--- config.mk ---
export PLATFORM = sky130hd
export DESIGN_NAME = s713_state_capture_flat
export DESIGN_NICKNAME = d
export VERILOG_FILES = /design/src/rtl/s713_state_capture_if.sv /design/src/rtl/s713_state_capture.sv /design/src/flat_wrapper.sv
export SDC_FILE = /design/constraint.sdc
export NUM_CORES = 1
export LEC_CHECK = 0
export ABC_AREA = 1
export CAP_MARGIN = 20
export CORE_ASPECT_RATIO = 0.8
export CORE_MARGIN = 8
export CORE_UTILIZATION = 50
export CTS_BUF_LIST = sky130_fd_sc_hd__clkbuf_4 sky130_fd_sc_hd__clkbuf_8 sky130_fd_sc_hd__clkbuf_16
export DETAILED_ROUTE_END_ITERATION = 8
export PLACE_DENSITY_LB_ADDON = 0.1
export SLEW_MARGIN = 20
export SYNTH_ARGS = -nofsm -noshare
export SYNTH_HDL_FRONTEND = slang
export SYNTH_SLANG_ARGS = --single-unit
--- constraint.sdc ---
create_clock -name CK -period 2 [get_ports CK]
set_clock_uncertainty 0.05 [all_clocks]
set_input_delay 0.6 -clock CK [delete_from_list [all_inputs] [get_ports CK]]
set_output_delay 0.6 -clock CK [all_outputs]
set_load 0.01 [all_outputs]
--- src/rtl/s713_state_capture_if.sv ---
// s713_state_capture_if
//   Bundles the data and control signals that pass between the s713 cone bank
//   (or a bench standing in for it) and the state-capture back end.
//   Signals:
//     ns_in    [N] next-state vector from the combinational cones
//     start        single-cycle run request
//     misr_clr     reload the signature to its seed
//     scan_en      manual shift enable
//     scan_in      serial data into the state register LSB
//     state_q  [N] current state register (fed back to the cones)
//     scan_out     state register MSB
//     sig      [N] MISR signature
//     busy         capture or unload in progress
//     done         one-cycle pulse when the unload finishes
//   Modports: master drives the requests and data; slave is the capture block.
interface s713_state_capture_if #(
  parameter int N = 19
);
  logic [N-1:0] ns_in;
  logic         start;
  logic         misr_clr;
  logic         scan_en;
  logic         scan_in;
  logic [N-1:0] state_q;
  logic         scan_out;
  logic [N-1:0] sig;
  logic         busy;
  logic         done;

  modport master (
    output ns_in, start, misr_clr, scan_en, scan_in,
    input  state_q, scan_out, sig, busy, done
  );

  modport slave (
    input  ns_in, start, misr_clr, scan_en, scan_in,
    output state_q, scan_out, sig, busy, done
  );
endinterface

--- src/rtl/s713_state_capture.sv ---
// s713_state_capture
//   Sequential back end for the s713 combinational partial-output cones.
//   A run captures CAP_CYCLES next-state vectors into the state register
//   (the first on the start edge itself), folds every captured vector into a
//   MISR signature, then shifts the state out MSB-first over N cycles.
//   While idle the state register can be shifted manually and the MISR can be
//   reloaded to SEED.
//   Ports:
//     CK   clock, all flops on the rising edge
//     RST  asynchronous active-high reset
//     bus  s713_state_capture_if.slave (ns_in/start/misr_clr/scan_en/scan_in in,
//          state_q/scan_out/sig/busy/done out)
module s713_state_capture #(
  parameter int           N          = 19,
  parameter int           CAP_CYCLES = 8,
  parameter logic [N-1:0] POLY       = 19'h00027,
  parameter logic [N-1:0] SEED       = 19'h00001
) (
  input logic                  CK,
  input logic                  RST,
  s713_state_capture_if.slave  bus
);

  localparam int CAP_W = $clog2(CAP_CYCLES);
  localparam int N_W   = $clog2(N);
  localparam int CW    = ((CAP_W > N_W) ? CAP_W : N_W) + 1;

  // The start edge is capture #1, so CAPTURE itself performs CAP_CYCLES-1
  // captures, counted 0..CAP_CYCLES-2.
  localparam logic [CW-1:0] CAP_LAST = CW'((CAP_CYCLES > 1) ? (CAP_CYCLES - 2) : 0);
  localparam logic [CW-1:0] UNL_LAST = CW'(N - 1);

  typedef enum logic [1:0] {
    IDLE    = 2'd0,
    CAPTURE = 2'd1,
    UNLOAD  = 2'd2
  } fsm_t;

  fsm_t          fsm_reg;
  logic [CW-1:0] cnt_reg;
  logic [N-1:0]  state_reg;
  logic [N-1:0]  sig_reg;
  logic          busy_reg;
  logic          done_reg;

  logic [N-1:0]  misr_next;
  logic [N-1:0]  shift_next;

  // MISR step: shift left, fold the outgoing MSB back through the tap mask,
  // then XOR in the captured vector.
  genvar gi;
  generate
    for (gi = 0; gi < N; gi++) begin : g_misr
      if (gi == 0) begin : g_lsb
        assign misr_next[gi] = (sig_reg[N-1] & POLY[gi]) ^ bus.ns_in[gi];
      end else begin : g_bit
        assign misr_next[gi] = sig_reg[gi-1] ^ (sig_reg[N-1] & POLY[gi]) ^ bus.ns_in[gi];
      end
    end
  endgenerate

  assign shift_next = {state_reg[N-2:0], bus.scan_in};

  always_ff @(posedge CK or posedge RST) begin
    if (RST) begin
      fsm_reg   <= IDLE;
      cnt_reg   <= '0;
      state_reg <= '0;
      sig_reg   <= SEED;
      busy_reg  <= 1'b0;
      done_reg  <= 1'b0;
    end else begin
      done_reg <= 1'b0;
      unique case (fsm_reg)
        IDLE: begin
          if (bus.start) begin
            state_reg <= bus.ns_in;
            sig_reg   <= misr_next;
            cnt_reg   <= '0;
            busy_reg  <= 1'b1;
            // With a single capture the start edge already completes the
            // capture phase.
            fsm_reg   <= (CAP_CYCLES == 1) ? UNLOAD : CAPTURE;
          end else if (bus.scan_en) begin
            state_reg <= shift_next;
          end else if (bus.misr_clr) begin
            sig_reg <= SEED;
          end
        end

        CAPTURE: begin
          state_reg <= bus.ns_in;
          sig_reg   <= misr_next;
          if (cnt_reg == CAP_LAST) begin
            fsm_reg <= UNLOAD;
            cnt_reg <= '0;
          end else begin
            cnt_reg <= cnt_reg + CW'(1);
          end
        end

        UNLOAD: begin
          state_reg <= shift_next;
          if (cnt_reg == UNL_LAST) begin
            fsm_reg  <= IDLE;
            cnt_reg  <= '0;
            busy_reg <= 1'b0;
            done_reg <= 1'b1;
          end else begin
            cnt_reg <= cnt_reg + CW'(1);
          end
        end

        default: begin
          fsm_reg  <= IDLE;
          cnt_reg  <= '0;
          busy_reg <= 1'b0;
        end
      endcase
    end
  end

  assign bus.state_q  = state_reg;
  assign bus.scan_out = state_reg[N-1];
  assign bus.sig      = sig_reg;
  assign bus.busy     = busy_reg;
  assign bus.done     = done_reg;

endmodule

--- src/flat_wrapper.sv ---
// flat-port wrapper written by rule: the top's interface ports become plain ports
module s713_state_capture_flat 
#(
  parameter int           N          = 19,
  parameter int           CAP_CYCLES = 8,
  parameter logic [N-1:0] POLY       = 19'h00027,
  parameter logic [N-1:0] SEED       = 19'h00001
)
  (CK, RST, bus_ns_in, bus_start, bus_misr_clr, bus_scan_en, bus_scan_in, bus_state_q, bus_scan_out, bus_sig, bus_busy, bus_done);
  s713_state_capture_if #(.N(N)) bus_i ();
  input logic CK;
  input logic RST;
  input wire logic [$bits(bus_i.ns_in)-1:0] bus_ns_in;
  input wire logic [$bits(bus_i.start)-1:0] bus_start;
  input wire logic [$bits(bus_i.misr_clr)-1:0] bus_misr_clr;
  input wire logic [$bits(bus_i.scan_en)-1:0] bus_scan_en;
  input wire logic [$bits(bus_i.scan_in)-1:0] bus_scan_in;
  output wire logic [$bits(bus_i.state_q)-1:0] bus_state_q;
  output wire logic [$bits(bus_i.scan_out)-1:0] bus_scan_out;
  output wire logic [$bits(bus_i.sig)-1:0] bus_sig;
  output wire logic [$bits(bus_i.busy)-1:0] bus_busy;
  output wire logic [$bits(bus_i.done)-1:0] bus_done;
  assign bus_i.ns_in = bus_ns_in;
  assign bus_i.start = bus_start;
  assign bus_i.misr_clr = bus_misr_clr;
  assign bus_i.scan_en = bus_scan_en;
  assign bus_i.scan_in = bus_scan_in;
  assign bus_state_q = bus_i.state_q;
  assign bus_scan_out = bus_i.scan_out;
  assign bus_sig = bus_i.sig;
  assign bus_busy = bus_i.busy;
  assign bus_done = bus_i.done;
  s713_state_capture #(.N(N), .CAP_CYCLES(CAP_CYCLES), .POLY(POLY), .SEED(SEED)) u_core (.CK(CK), .RST(RST), .bus(bus_i));
endmodule
# Word level (Yosys, flattened, before mapping)
# Cells that the tools add are included.
totals:
  regBits: 48
  latchBits: 0
  mem_bits_rw: 0
  rom_bits: 0
  inputBits: 25
  out_inout_bits: 41
  elab_cells: 67
  mem_count: 0
op_classes:
  add_sub_neg: 1
  n_mul: 0
  n_div: 0
  magnitude_cmp: 0
  n_eq_ne: 10
  shifts: 0
  muxes: 20
  bitwise: 23
  n_reduce_logical: 7
ops:
  columns: ["cell", "count"]
  rows:
  - ["2-to-1 mux 19 bit", 5]
  - ["case mux 19 bit (3 select lines)", 1]
  - ["case mux 19 bit (2 select lines)", 1]
  - ["XOR 1 bit", 22]
  - ["2-to-1 mux 6 bit", 3]
  - ["case mux 6 bit (3 select lines)", 1]
  - ["inequality test 3 bit (second input constant)", 3]
  - ["AND reduction 3 bit", 3]
  - ["adder 6 x 1 -> 6 bit (second input constant)", 1]
  - ["equality test 6 x 3 -> 1 bit (second input constant)", 1]
  - ["equality test 6 x 5 -> 1 bit (second input constant)", 1]
  - ["2-to-1 mux 2 bit", 3]
  - ["case mux 2 bit (3 select lines)", 1]
  - ["2-to-1 mux 1 bit", 4]
  - ["inequality test 2 x 1 -> 1 bit (second input constant)", 2]
  - ["case mux 1 bit (3 select lines)", 1]
  - ["nonzero test 3 bit", 1]
  - ["equality test 2 x 1 -> 1 bit (second input constant)", 1]
  - ["equality test 2 bit (second input constant)", 1]
  - ["zero test 2 bit", 1]
  - ["inequality test 2 bit (second input constant)", 1]
  - ["AND reduction 2 bit", 1]
  - ["nonzero test 2 bit", 1]
  - ["inverter 1 bit", 1]

# Longest topological paths before layout
# Gate-level depths: netlist of run 1.
depth:
  word_depth: 4
  mapped_depth: 10
  ltp_nobuf: 10

# Worst setup path after synthesis of run 1
# No wires, ideal clock.
synth_timing:
  kind: "register to register"
  start: "reg u_core.fsm_reg[0]"
  end: "reg u_core.sig_reg[10], in the netlist u_core.bus.sig[10]"
  setup_time_ps: 116
  arrival_time_ps: 1393
  t_required_ps: 1834
  slack_ps: 440
  stages_incl_launch_ff: 11
  path_buffers: 1
  period_less_slack_ps: 1560
  cell_sequence: "dfrtp_1 inv_1 ha_1 inv_2 nor2_8 nand2_2 o21ai_2 a21oi_4 buf_4 nand2_1 nand2_1"
synth_via:
  elab_chain_cells: 3
  word_cells_on_any_way: 7
  classes_between: "eq/ne: 3; mux: 1; reduce/logical: 3"
synth_rtl:
  columns: ["item", "line_no", "source"]
  rows:
  - ["from (decl)", "s713_state_capture.sv:39", "fsm_t fsm_reg;"]
  - ["from (signal assigned)", "s713_state_capture.sv:83", "fsm_reg <= (CAP_CYCLES == 1) ? UNLOAD : CAPTURE;"]
  - ["zero test 2 bit or equality test 2 x 1 -> 1 bit (tied branches)", "s713_state_capture.sv:74", "unique case (fsm_reg)"]
  - ["inequality test 3 bit (no source line) or nonzero test 2 bit (tied branches)", null, null]
  - ["AND reduction 3 bit (no source line)", null, null]
  - ["to (signal assigned)", "s713_state_capture.sv:78", "sig_reg <= misr_next;"]
  - ["to (signal assigned)", "s713_state_capture.sv:93", "sig_reg <= misr_next;"]
  - ["to (decl)", "s713_state_capture.sv:42", "logic [N-1:0] sig_reg;"]
# Several ways; a longest one is shown, not always the timed one.
# A chain may end at the register's enable or synchronous reset.

# Final worst setup path of run 1
layout_timing:
  start: "reg u_core.sig_reg[3], in the netlist u_core.bus.sig[3]"
  end: "out bus_sig[3]"
layout_rtl:
  columns: ["item", "line_no", "source"]
  rows:
  - ["to (decl)", "flat_wrapper.sv:20", "output wire logic [$bits(bus_i.sig)-1:0] bus_sig;"]
# No word-level cell between the ends.

==> results of run 1 <==
==> power groups by stage <==
stage | Combinational, mW | Clock (mW) | Sequential (mW)
after floorplan | 2.29 | 0 | 1.87
after global placement | 3.89 | 0 | 1.75
after detailed placement | 4.00 | 0 | 1.75
after CTS | 4.00 | 0.790 | 1.75
after global routing | 4.47 | 0.816 | 1.80
final | 4.02 | 0.791 | 1.75
==> path summary, 6_finish.rpt <==
path	start	end	slack [ns]	cells after the start
max	u_core.bus.sig[3]$_DFFE_PP0P_	bus_sig[3]	0.05	1
max in group asynchronous	RST	u_core.fsm_reg[1]$_DFFE_PP0P_	0.94	3
min in group asynchronous	RST	u_core.bus.sig[8]$_DFFE_PP0P_	0.48	2
max reg2reg	u_core.fsm_reg[0]$_DFFE_PP0P_	u_core.bus.state_q[7]$_DFFE_PP0P_	0.24	8
min reg2reg	u_core.bus.busy$_DFFE_PP0P_	u_core.bus.busy$_DFFE_PP0P_	0.46	2
min	u_core.bus.busy$_DFFE_PP0P_	u_core.bus.busy$_DFFE_PP0P_	0.46	2
==> layer usage <==
layer | up-vias | GRT usage
met5 | - | 0
li1 | 1331 | -
met1 | 1258 | 0.269
met2 | 114 | 0.275
met3 | 7 | 0.0467
met4 | 0 | 0.0589
==> repair_timing <==
action                                  4_1_cts  5_1_grt
endpoints found under the setup margin        1        1
resized for setup                             1        0
buffers inserted                              0        1
==> area by class of cell <==
class / count / area (um^2)
inverters: 36 / 135
multi-input cells: 261 / 1400
clock inverters: 1 / 30.0
well taps: 78 / 97.6
flip-flops and latches: 48 / 1200
clock buffers: 7 / 96.3
fillers: 466 / 1670
repair buffers: 88 / 835
==> through the flow <==
stage | worst slack (ns) | hold slack (ns)
2_1_floorplan | 0.207 | 0.448
3_3_place_gp | -0.113 | 0.435
3_5_place_dp | -0.142 | 0.441
4_1_cts | 0.0441 | 0.461
5_1_grt | 0.0172 | 0.502
6_report | 0.0454 | 0.459
==> cell families after synthesis <==
family | count (synthesis)
buf+inv | 56
simple gates | 161
compound gates | 70
flops | 48
fa+ha+maj | 6
xor+xnor | 24
==> placed cells by master (no fill, tap or decap), types with 6 or more instances in the layout <==
cell type and n:
ha_1 6, clkbuf_8 7, nor2_1 8, nand2_1 121
o21ai_0 24, clkdlybuf4s50_1 64, xor2_1 19, a21oi_1 10
buf_4 22, dfrtp_1 47, o211ai_1 32, inv_1 33
nand3_1 29
==> run_results.csv, run 1 <==
group,metric,value,unit
clock_network,clockBufferDepth,2,
timing,finalSetupTns,0,ns
power,power.switching,2.86,mW
placement,place_area,3660,um^2
setup_path,cp-end-kind,"output pin",
finish,drive_gt1_frac,0.0907,
setup_path,slowest_delay,0.57,ns
route,met1Wirelength,3.68,mm
route,wl_met3,548,um
route,drc,0,
clock_network,clk_pin_slew,0.10,ns
timing,slew_headroom,0.642,
clock_network,cts_tree,"built",
logic_synthesis,synth_common_cells,"nand2_1, dfrtp_1, inv_1",
logic_synthesis,synth_fa_ha_area_frac,0.0263,
power,pwr-share-seq,0.266,
power,p_total,6.56,mW
logic_synthesis,synth-edff-count,0,
route,top_layer,"met4",
logic_synthesis,ys_warn_count,0,
logic_synthesis,yosysSeqAreaShare,0.422,
setup_path,crit_chain,"clkdlybuf4s50_1",
setup_path,slowest_stage,"clkdlybuf4s50_1",
power,switching_share,0.436,
logic_synthesis,syn-cell-area,2850,um^2
logic_synthesis,synthCells,365,
route,route.met2.wl,3.37,mm
logic_synthesis,synth_area_leader_cell,"dfrtp_1",
logic_synthesis,synth_top_area_share,0.413,
route,ant_nets,0,
clock_network,cts_made_buffers,5,
logic_synthesis,synthFlopType,"dfrtp_1",
logic_synthesis,synthesis.nets,396,
clock_network,cts_sinks,48,
grt,grt-ovfl-total,0,
route,drt_iter0_drc,234,
floorplanning,rows,24,
logic_synthesis,synth.ff_latch_count,48,
timing,fin_crit,1.95,ns
floorplanning,die_y,83.5,um
logic_synthesis,async_reset_ff_frac,1.00,
logic_synthesis,post_synth.cell_area_avg,7.81,um^2
grt,grt_max_degree,38,
floorplanning,die_area,8390,um^2
floorplanning,core,5470,um^2
min_path,hold_class,"register to register",
power,p_per_area,1730,nW/um^2
floorplanning,die_w,100,um
finish,synthToLayoutAreaGrowth,33.2,%
floorplanning,io_pins,66,
timing,fin_crit_sh,0.977,
clock_network,cts_root_buf,"clkbuf_8",
logic_synthesis,synthXorXnorAreaFrac,0.0737,
setup_path,path_buf_inv,1,
setup_path,path_max_fanout,3,
placement,dp_hpwl,5.75,mm
finish,finalNonFillerCells,519,
timing,tightest_slew,0.536,ns
finish,final_core_util,0.695,
setup_path,startpoint_type,"register",
placement,gp_congestion,0.822,
setup_path,crit_family,"buffers and inverters",
timing,hold_viol,0,
logic_synthesis,synth_top_family_by_area,"simple AND/OR/NAND/NOR gates",
logic_synthesis,synth_mux_area_frac,0,
timing,maxSlewViolCount,0,
power,p_int,3.70,mW
logic_synthesis,ys_top_cells_by_area,"dfrtp_1, nand2_1, o211ai_1",
clock_network,h-tree-depth,2,
power,leakagePower,1.83,nW
grt,grt_pass1_vias,2638,
route,wirelength,7.69,mm
finish,diodes,0,
job,maxCapViolCount,0,
grt,antenna_found_initial,0,
route,vias,2710,
timing,rsz0062_at_grt,"no",
placement,placedCellCount,510,
grt,grt_pass1_wl,12.8,mm
power,comb_power_share,0.613,
setup_path,worstPathArrival,1.30,ns
outcome,status,"complete, no violations",
clock_network,hold_buffers,0,
timing,setup_viol,0,
floorplanning,start_util,0.522,
finish,layout.nets,471,
placement,io_buffers,65,
timing,max_freq,512,MHz
finish,final_cell_area,3800,um^2
route,wl_per_cell,14.8,um
clock_network,clk_latency,0.32,ns
grt,grtUsageTotal,0.190,
power,clkPwrFrac,0.121,
logic_synthesis,synth_most_common_cell,"nand2_1",
route,vias_per_cell,5.22,
setup_path,crit_type,"register to output pin",
power,peakVddDrop,957,uV
setup_path,required,1.35,ns
logic_synthesis,synthDistinctLibCells,25,
logic_synthesis,synth-compound-area-share,0.158,
logic_synthesis,yosys.area_share.simple,0.233,
route,firstDrtPassIters,6,
Power figures use the tool's default switching activity.
==> run 2, diff against run 1 <==
- CORE_MARGIN: 8 -> 2
==> run_results.csv, run 2 (same netlist as run 1, synthesis figures left out) <==
group,metric,value,unit
finish,synthToLayoutAreaGrowth,31.5,%
timing,hold_viol,0,
floorplanning,die_w,88.4,um
grt,grt_pass1_vias,2586,
placement,dp_slack,-0.184,ns
job,maxCapViolCount,0,
setup_path,path_max_fanout,3,
setup_path,slowest_stage,"clkdlybuf4s50_1",
clock_network,cts_tree,"built",
route,route.met2.wl,3.27,mm
finish,layout.cells.most_common_list,"nand2_1, clkdlybuf4s50_1, dfrtp_1",
finish,final_cell_area,3750,um^2
floorplanning,rows,24,
timing,fin_crit,1.93,ns
grt,grtUsageTotal,0.248,
clock_network,clockBufferDepth,2,
finish,drive_gt1_frac,0.0845,
power,peakVddDrop,694,uV
power,p_total,6.27,mW
finish,regArea,1200,um^2
power,leakagePower,1.80,nW
timing,setup_slack,0.0699,ns
setup_path,worstPathArrival,1.28,ns
timing,max_freq,518,MHz
route,drc,0,
grt,grt-ovfl-total,0,
clock_network,clk_pin_slew,0.09,ns
route,met1Wirelength,3.53,mm
route,firstDrtPassIters,4,
placement,place_area,3640,um^2
min_path,hold_class,"register to register",
setup_path,crit_type,"register to output pin",
clock_network,cts_sinks,48,
placement,dp_hpwl,5.39,mm
setup_path,required,1.35,ns
clock_network,cts_root_buf,"clkbuf_8",
route,ant_nets,0,
timing,setup_viol,0,
placement,gp_congestion,0.793,
timing,tightest_slew,0.557,ns
timing,fin_crit_sh,0.965,
setup_path,crit_family,"buffers and inverters",
route,vias,2708,
route,wirelength,7.40,mm
setup_path,cp-end-kind,"output pin",
floorplanning,start_util,0.522,
grt,grt_pass1_wl,12.4,mm
finish,diodes,0,
clock_network,cts_made_buffers,5,
floorplanning,io_pins,66,
grt,antenna_found_initial,0,
route,drt_iter0_drc,200,
route,wl_met3,556,um
floorplanning,die_y,71.5,um
setup_path,crit_chain,"clkdlybuf4s50_1",
finish,final_common_cell,"nand2_1",
power,p_per_area,1670,nW/um^2
route,wl_per_cell,14.3,um
clock_network,h-tree-depth,2,
route,top_layer,"met4",
floorplanning,die_area,6320,um^2
setup_path,startpoint_type,"register",
route,vias_per_cell,5.25,
timing,maxSlewViolCount,0,
finish,layout.nets,469,
outcome,status,"complete, no violations",
finish,fillCellCount,477,
setup_path,slowest_delay,0.57,ns
grt,grt_max_degree,35,
clock_network,clk_latency,0.30,ns
timing,rsz0062_at_grt,"no",
finish,final_core_util,0.686,
floorplanning,core,5470,um^2
setup_path,path_buf_inv,1,
clock_network,hold_buffers,0,
timing,slew_headroom,0.629,
finish,multi_input_area,1400,um^2
placement,io_buffers,65,
## run 2: per-layer routing
metal,up-vias,GRT usage
met5,-,0
met4,0,0.0438
met3,7,0.0507
met2,100,0.372
met1,1278,0.379
li1,1323,-
## run 2: cell type report
class	count	share of cell area
Sequential cell	48	0.321
Tap cell	78	0.0260
Clock buffer	6	0.0204
Multi-Input combinational cell	261	0.373
Timing Repair Buffer	86	0.222
Clock inverter	1	0.00134
Inverter	36	0.0360
## run 2: worst register-to-register path: cells and delay by family, from the launching register on
family | cells | cell delay (ns)
flops | 1 | 0.42
simple gates | 3 | 0.23
fa+ha+maj | 1 | 0.28
compound gates | 2 | 0.20
buf+inv | 3 | 0.50
## run 2: path summary, 6_finish.rpt
check / startpoint / slack [ns] / to / cells past startpoint
setup / recovery: u_core.bus.sig[3]$_DFFE_PP0P_ / 0.07 / bus_sig[3] / 1
hold reg to reg: u_core.bus.busy$_DFFE_PP0P_ / 0.46 / u_core.bus.busy$_DFFE_PP0P_ / 2
hold / removal: u_core.bus.busy$_DFFE_PP0P_ / 0.46 / u_core.bus.busy$_DFFE_PP0P_ / 2
min in group asynchronous: RST / 0.52 / u_core.bus.sig[6]$_DFFE_PP0P_ / 2
setup reg to reg: u_core.fsm_reg[1]$_DFFE_PP0P_ / 0.24 / u_core.bus.sig[0]$_DFFE_PP1P_ / 9
max in group asynchronous: RST / 0.87 / u_core.bus.state_q[4]$_DFFE_PP0P_ / 3
## run 2: repair_timing
| action | in CTS | in global routing |
|---|---|---|
| setup buffers | 0 | 2 |
| setup endpoints to repair | 1 | 19 |
| pin swaps | 0 | 1 |
| resized for setup | 1 | 0 |
## run 2: report_power, final
group | switching, mW | internal, mW | leakage (nW)
clock network | 0.338 | 0.253 | 0.0445
logic | 2.16 | 1.79 | 1.15
registers | 0.319 | 1.41 | 0.607
## run 2: through the flow
step                      setup TNS (ns)  hold WS (ns)  cells
after global routing                   0         0.494    516
after detailed placement           -3.13         0.445    507
final                                  0         0.456    516
after floorplan                        0         0.448    365
after CTS                              0         0.466    514
after global placement             -2.73         0.436    507
==> run 3, diff against run 2 <==
- ABC_AREA: 1 -> default
- CORE_UTILIZATION: 50 -> 49
- MAX_ROUTING_LAYER: default -> met4
- SETUP_SLACK_MARGIN: default -> 0.15
==> run_results.csv, run 3 <==
group,metric,value,unit
outcome,status,"complete, no violations",
floorplanning,die_area,5830,um^2
power,p_per_area,1530,nW/um^2
floorplanning,rows,23,
min_path,hold_class,"register to register",
route,drt_iter0_drc,160,
logic_synthesis,synth_common_cells,"dfrtp_1, nand2_1, o21ai_0",
job,maxCapViolCount,0,
finish,layout.nets,371,
setup_path,crit_chain,"inv_1 > ha_1 > nor3b_4 > or4b_4 > nand4_1 > o311ai_1",
setup_path,cp-end-kind,"register",
clock_network,cts_made_buffers,5,
min_path,min_to,"u_core.bus.busy$_DFFE_PP0P_",
setup_path,path_buf_inv,1,
grt,grt_pass1_vias,1995,
setup_path,reg2reg_setup_slack,0.15,ns
logic_synthesis,syn-cell-area,2560,um^2
logic_synthesis,synthCells,255,
setup_path,worstPathArrival,1.98,ns
floorplanning,core,5040,um^2
floorplanning,start_util,0.509,
placement,place_area,3400,um^2
logic_synthesis,post_synth.cell_area_avg,10.1,um^2
route,vias_per_cell,5.48,
logic_synthesis,synth_most_common_cell,"dfrtp_1",
placement,io_buffers,65,
floorplanning,io_pins,66,
logic_synthesis,synthesis.nets,286,
setup_path,r2r_cells,6,
route,wirelength,6.31,mm
setup_path,slowest_stage,"or4b_4",
setup_path,crit_type,"register to register",
clock_network,clk_pin_slew,0.09,ns
logic_synthesis,ys_warn_count,0,
clock_network,cts_root_buf,"clkbuf_8",
timing,tightest_slew,0.411,ns
finish,diodes,0,
power,peakVddDrop,849,uV
finish,finalNonFillerCells,403,
setup_path,slowest_delay,0.53,ns
logic_synthesis,yosysSeqAreaShare,0.469,
setup_path,path_max_fanout,5,
setup_path,reg2reg_from,"u_core.cnt_reg[0]$_DFFE_PP0P_",
finish,synthToLayoutAreaGrowth,40.5,%
setup_path,startpoint_type,"register",
timing,setup_viol,0,
logic_synthesis,async_reset_ff_frac,1.00,
route,drc,0,
grt,grt_pass1_wl,10.2,mm
clock_network,clk_latency,0.30,ns
logic_synthesis,synth.ff_latch_count,48,
placement,dp_hpwl,4.63,mm
logic_synthesis,synth_top_area_share,0.459,
route,ant_nets,0,
timing,hold_viol,0,
placement,placedCellCount,382,
logic_synthesis,synthFlopType,"dfrtp_1",
timing,max_freq,541,MHz
route,wl_per_cell,15.6,um
setup_path,crit_family,"simple AND/OR/NAND/NOR gates",
finish,layout.cells.most_common_list,"dfrtp_1, nand2_1, dlygate4sd2_1",
setup_path,required,2.13,ns
clock_network,clockBufferDepth,2,
timing,fin_crit,1.85,ns
finish,final_common_cell,"dfrtp_1",
min_path,min_path_cells,1,
setup_path,cp_num_cells,6,
finish,final_cell_area,3600,um^2
timing,fin_crit_sh,0.924,
clock_network,hold_buffers,0,
route,vias,2209,
clock_network,cts_sinks,48,
grt,grt_max_degree,39,
floorplanning,die_y,68.7,um
timing,slew_headroom,0.725,
clock_network,h-tree-depth,2,
logic_synthesis,synth_area_leader_cell,"dfrtp_1",
floorplanning,die_w,84.9,um
logic_synthesis,synth-edff-count,0,
timing,maxSlewViolCount,0,
grt,grt-ovfl-total,0,
timing,rsz0062_at_grt,"yes",
power,leakagePower,1.74,nW
clock_network,cts_tree,"built",
logic_synthesis,ys_top_cells_by_area,"dfrtp_1, a22o_1, o21ai_0",
logic_synthesis,synthDistinctLibCells,37,
grt,grtUsageTotal,0.234,
setup_path,r2r-end,"u_core.cnt_reg[4]$_DFFE_PP0P_",
min_path,hold_path.startpoint,"u_core.bus.busy$_DFFE_PP0P_",
route,firstDrtPassIters,4,
finish,drive_gt1_frac,0.194,
placement,gp_congestion,0.858,
grt,antenna_found_initial,0,
-- run 3: power by group --
| part | total, mW | internal [mW] | switching, mW |
|---|---|---|---|
| sequential | 1.67 | 1.38 | 0.286 |
| clock | 0.609 | 0.277 | 0.332 |
| combinational | 3.24 | 1.61 | 1.64 |
-- run 3: per-stage QoR --
step	hold WS, ns	total power [mW]	util	worst slack [ns]	TNS (ns)
finish	0.446	5.52	0.716	0.151	0
global route	0.479	5.99	0.716	0.0570	0
CTS	0.452	5.49	0.700	0.150	0
detailed placement	0.432	4.99	0.676	-0.163	-4.01
global placement	0.435	4.92	0.676	-0.137	-3.70
floorplan	0.447	3.58	-	0.207	0
-- run 3: how the worst max path moves through the flow --
stage,startpoint,end,slack [ns]
floorplan,RST,u_core.bus.busy$_DFFE_PP0P_,0.21
global placement,bus_start,u_core.bus.sig[6]$_DFFE_PP0P_,-0.14
detailed placement,bus_start,u_core.bus.sig[6]$_DFFE_PP0P_,-0.16
CTS,u_core.bus.sig[11]$_DFFE_PP0P_,bus_sig[11],0.15
global route,u_core.cnt_reg[0]$_DFFE_PP0P_,u_core.cnt_reg[0]$_DFFE_PP0P_,0.06
finish,u_core.cnt_reg[0]$_DFFE_PP0P_,u_core.cnt_reg[4]$_DFFE_PP0P_,0.15
-- run 3: cell type report --
type / count / area (um^2)
timing repair buffer: 98 / 930
fill: 415 / 1430
tap: 62 / 77.6
multi-input combinational: 180 / 1280
sequential: 48 / 1200
inverter: 7 / 26.3
clock inverter: 2 / 10.0
clock buffer: 6 / 82.6
-- run 3: cells by family (layout without fill, tap and decap cells) --
kind of cell | after synthesis | in the layout | synth area share
adders and majority gates | 6 | 6 | 0.0293
DFF | 48 | 48 | 0.469
muxes | 10 | 10 | 0.0434
xor gates and xnor gates | 22 | 22 | 0.0751
and+or+nand+nor | 61 | 61 | 0.110
AOI/OAI and AO/OA | 81 | 81 | 0.226
buffers and inverters | 27 | 113 | 0.0468
-- run 3: worst reg2reg max path, cell delays in order, from the launching register on --
cell and delay [ns]:
dfrtp_1 0.39, inv_1 0.06, ha_1 0.15, nor3b_4 0.21, or4b_4 0.53, nand4_1 0.24, o311ai_1 0.11
-- run 3: timing repair --
| action | 4_1_cts | 5_1_grt |
|---|---|---|
| endpoints found under the setup margin | 44 | 43 |
| buffers inserted | 9 | 4 |
| pin swaps | 1 | 4 |
| endpoints found under the hold margin | 0 | 0 |
| gates resized for setup | 36 | 15 |
-- run 3: metal layers --
metal | track usage | part of all wire | vias up
li1 | - | - | 1091
met1 | 0.349 | 0.49 | 1065
met2 | 0.328 | 0.46 | 51
met3 | 0.0452 | 0.052 | 2
met4 | 0.0575 | 0.0016 | 0
met5 | - | 0 | -
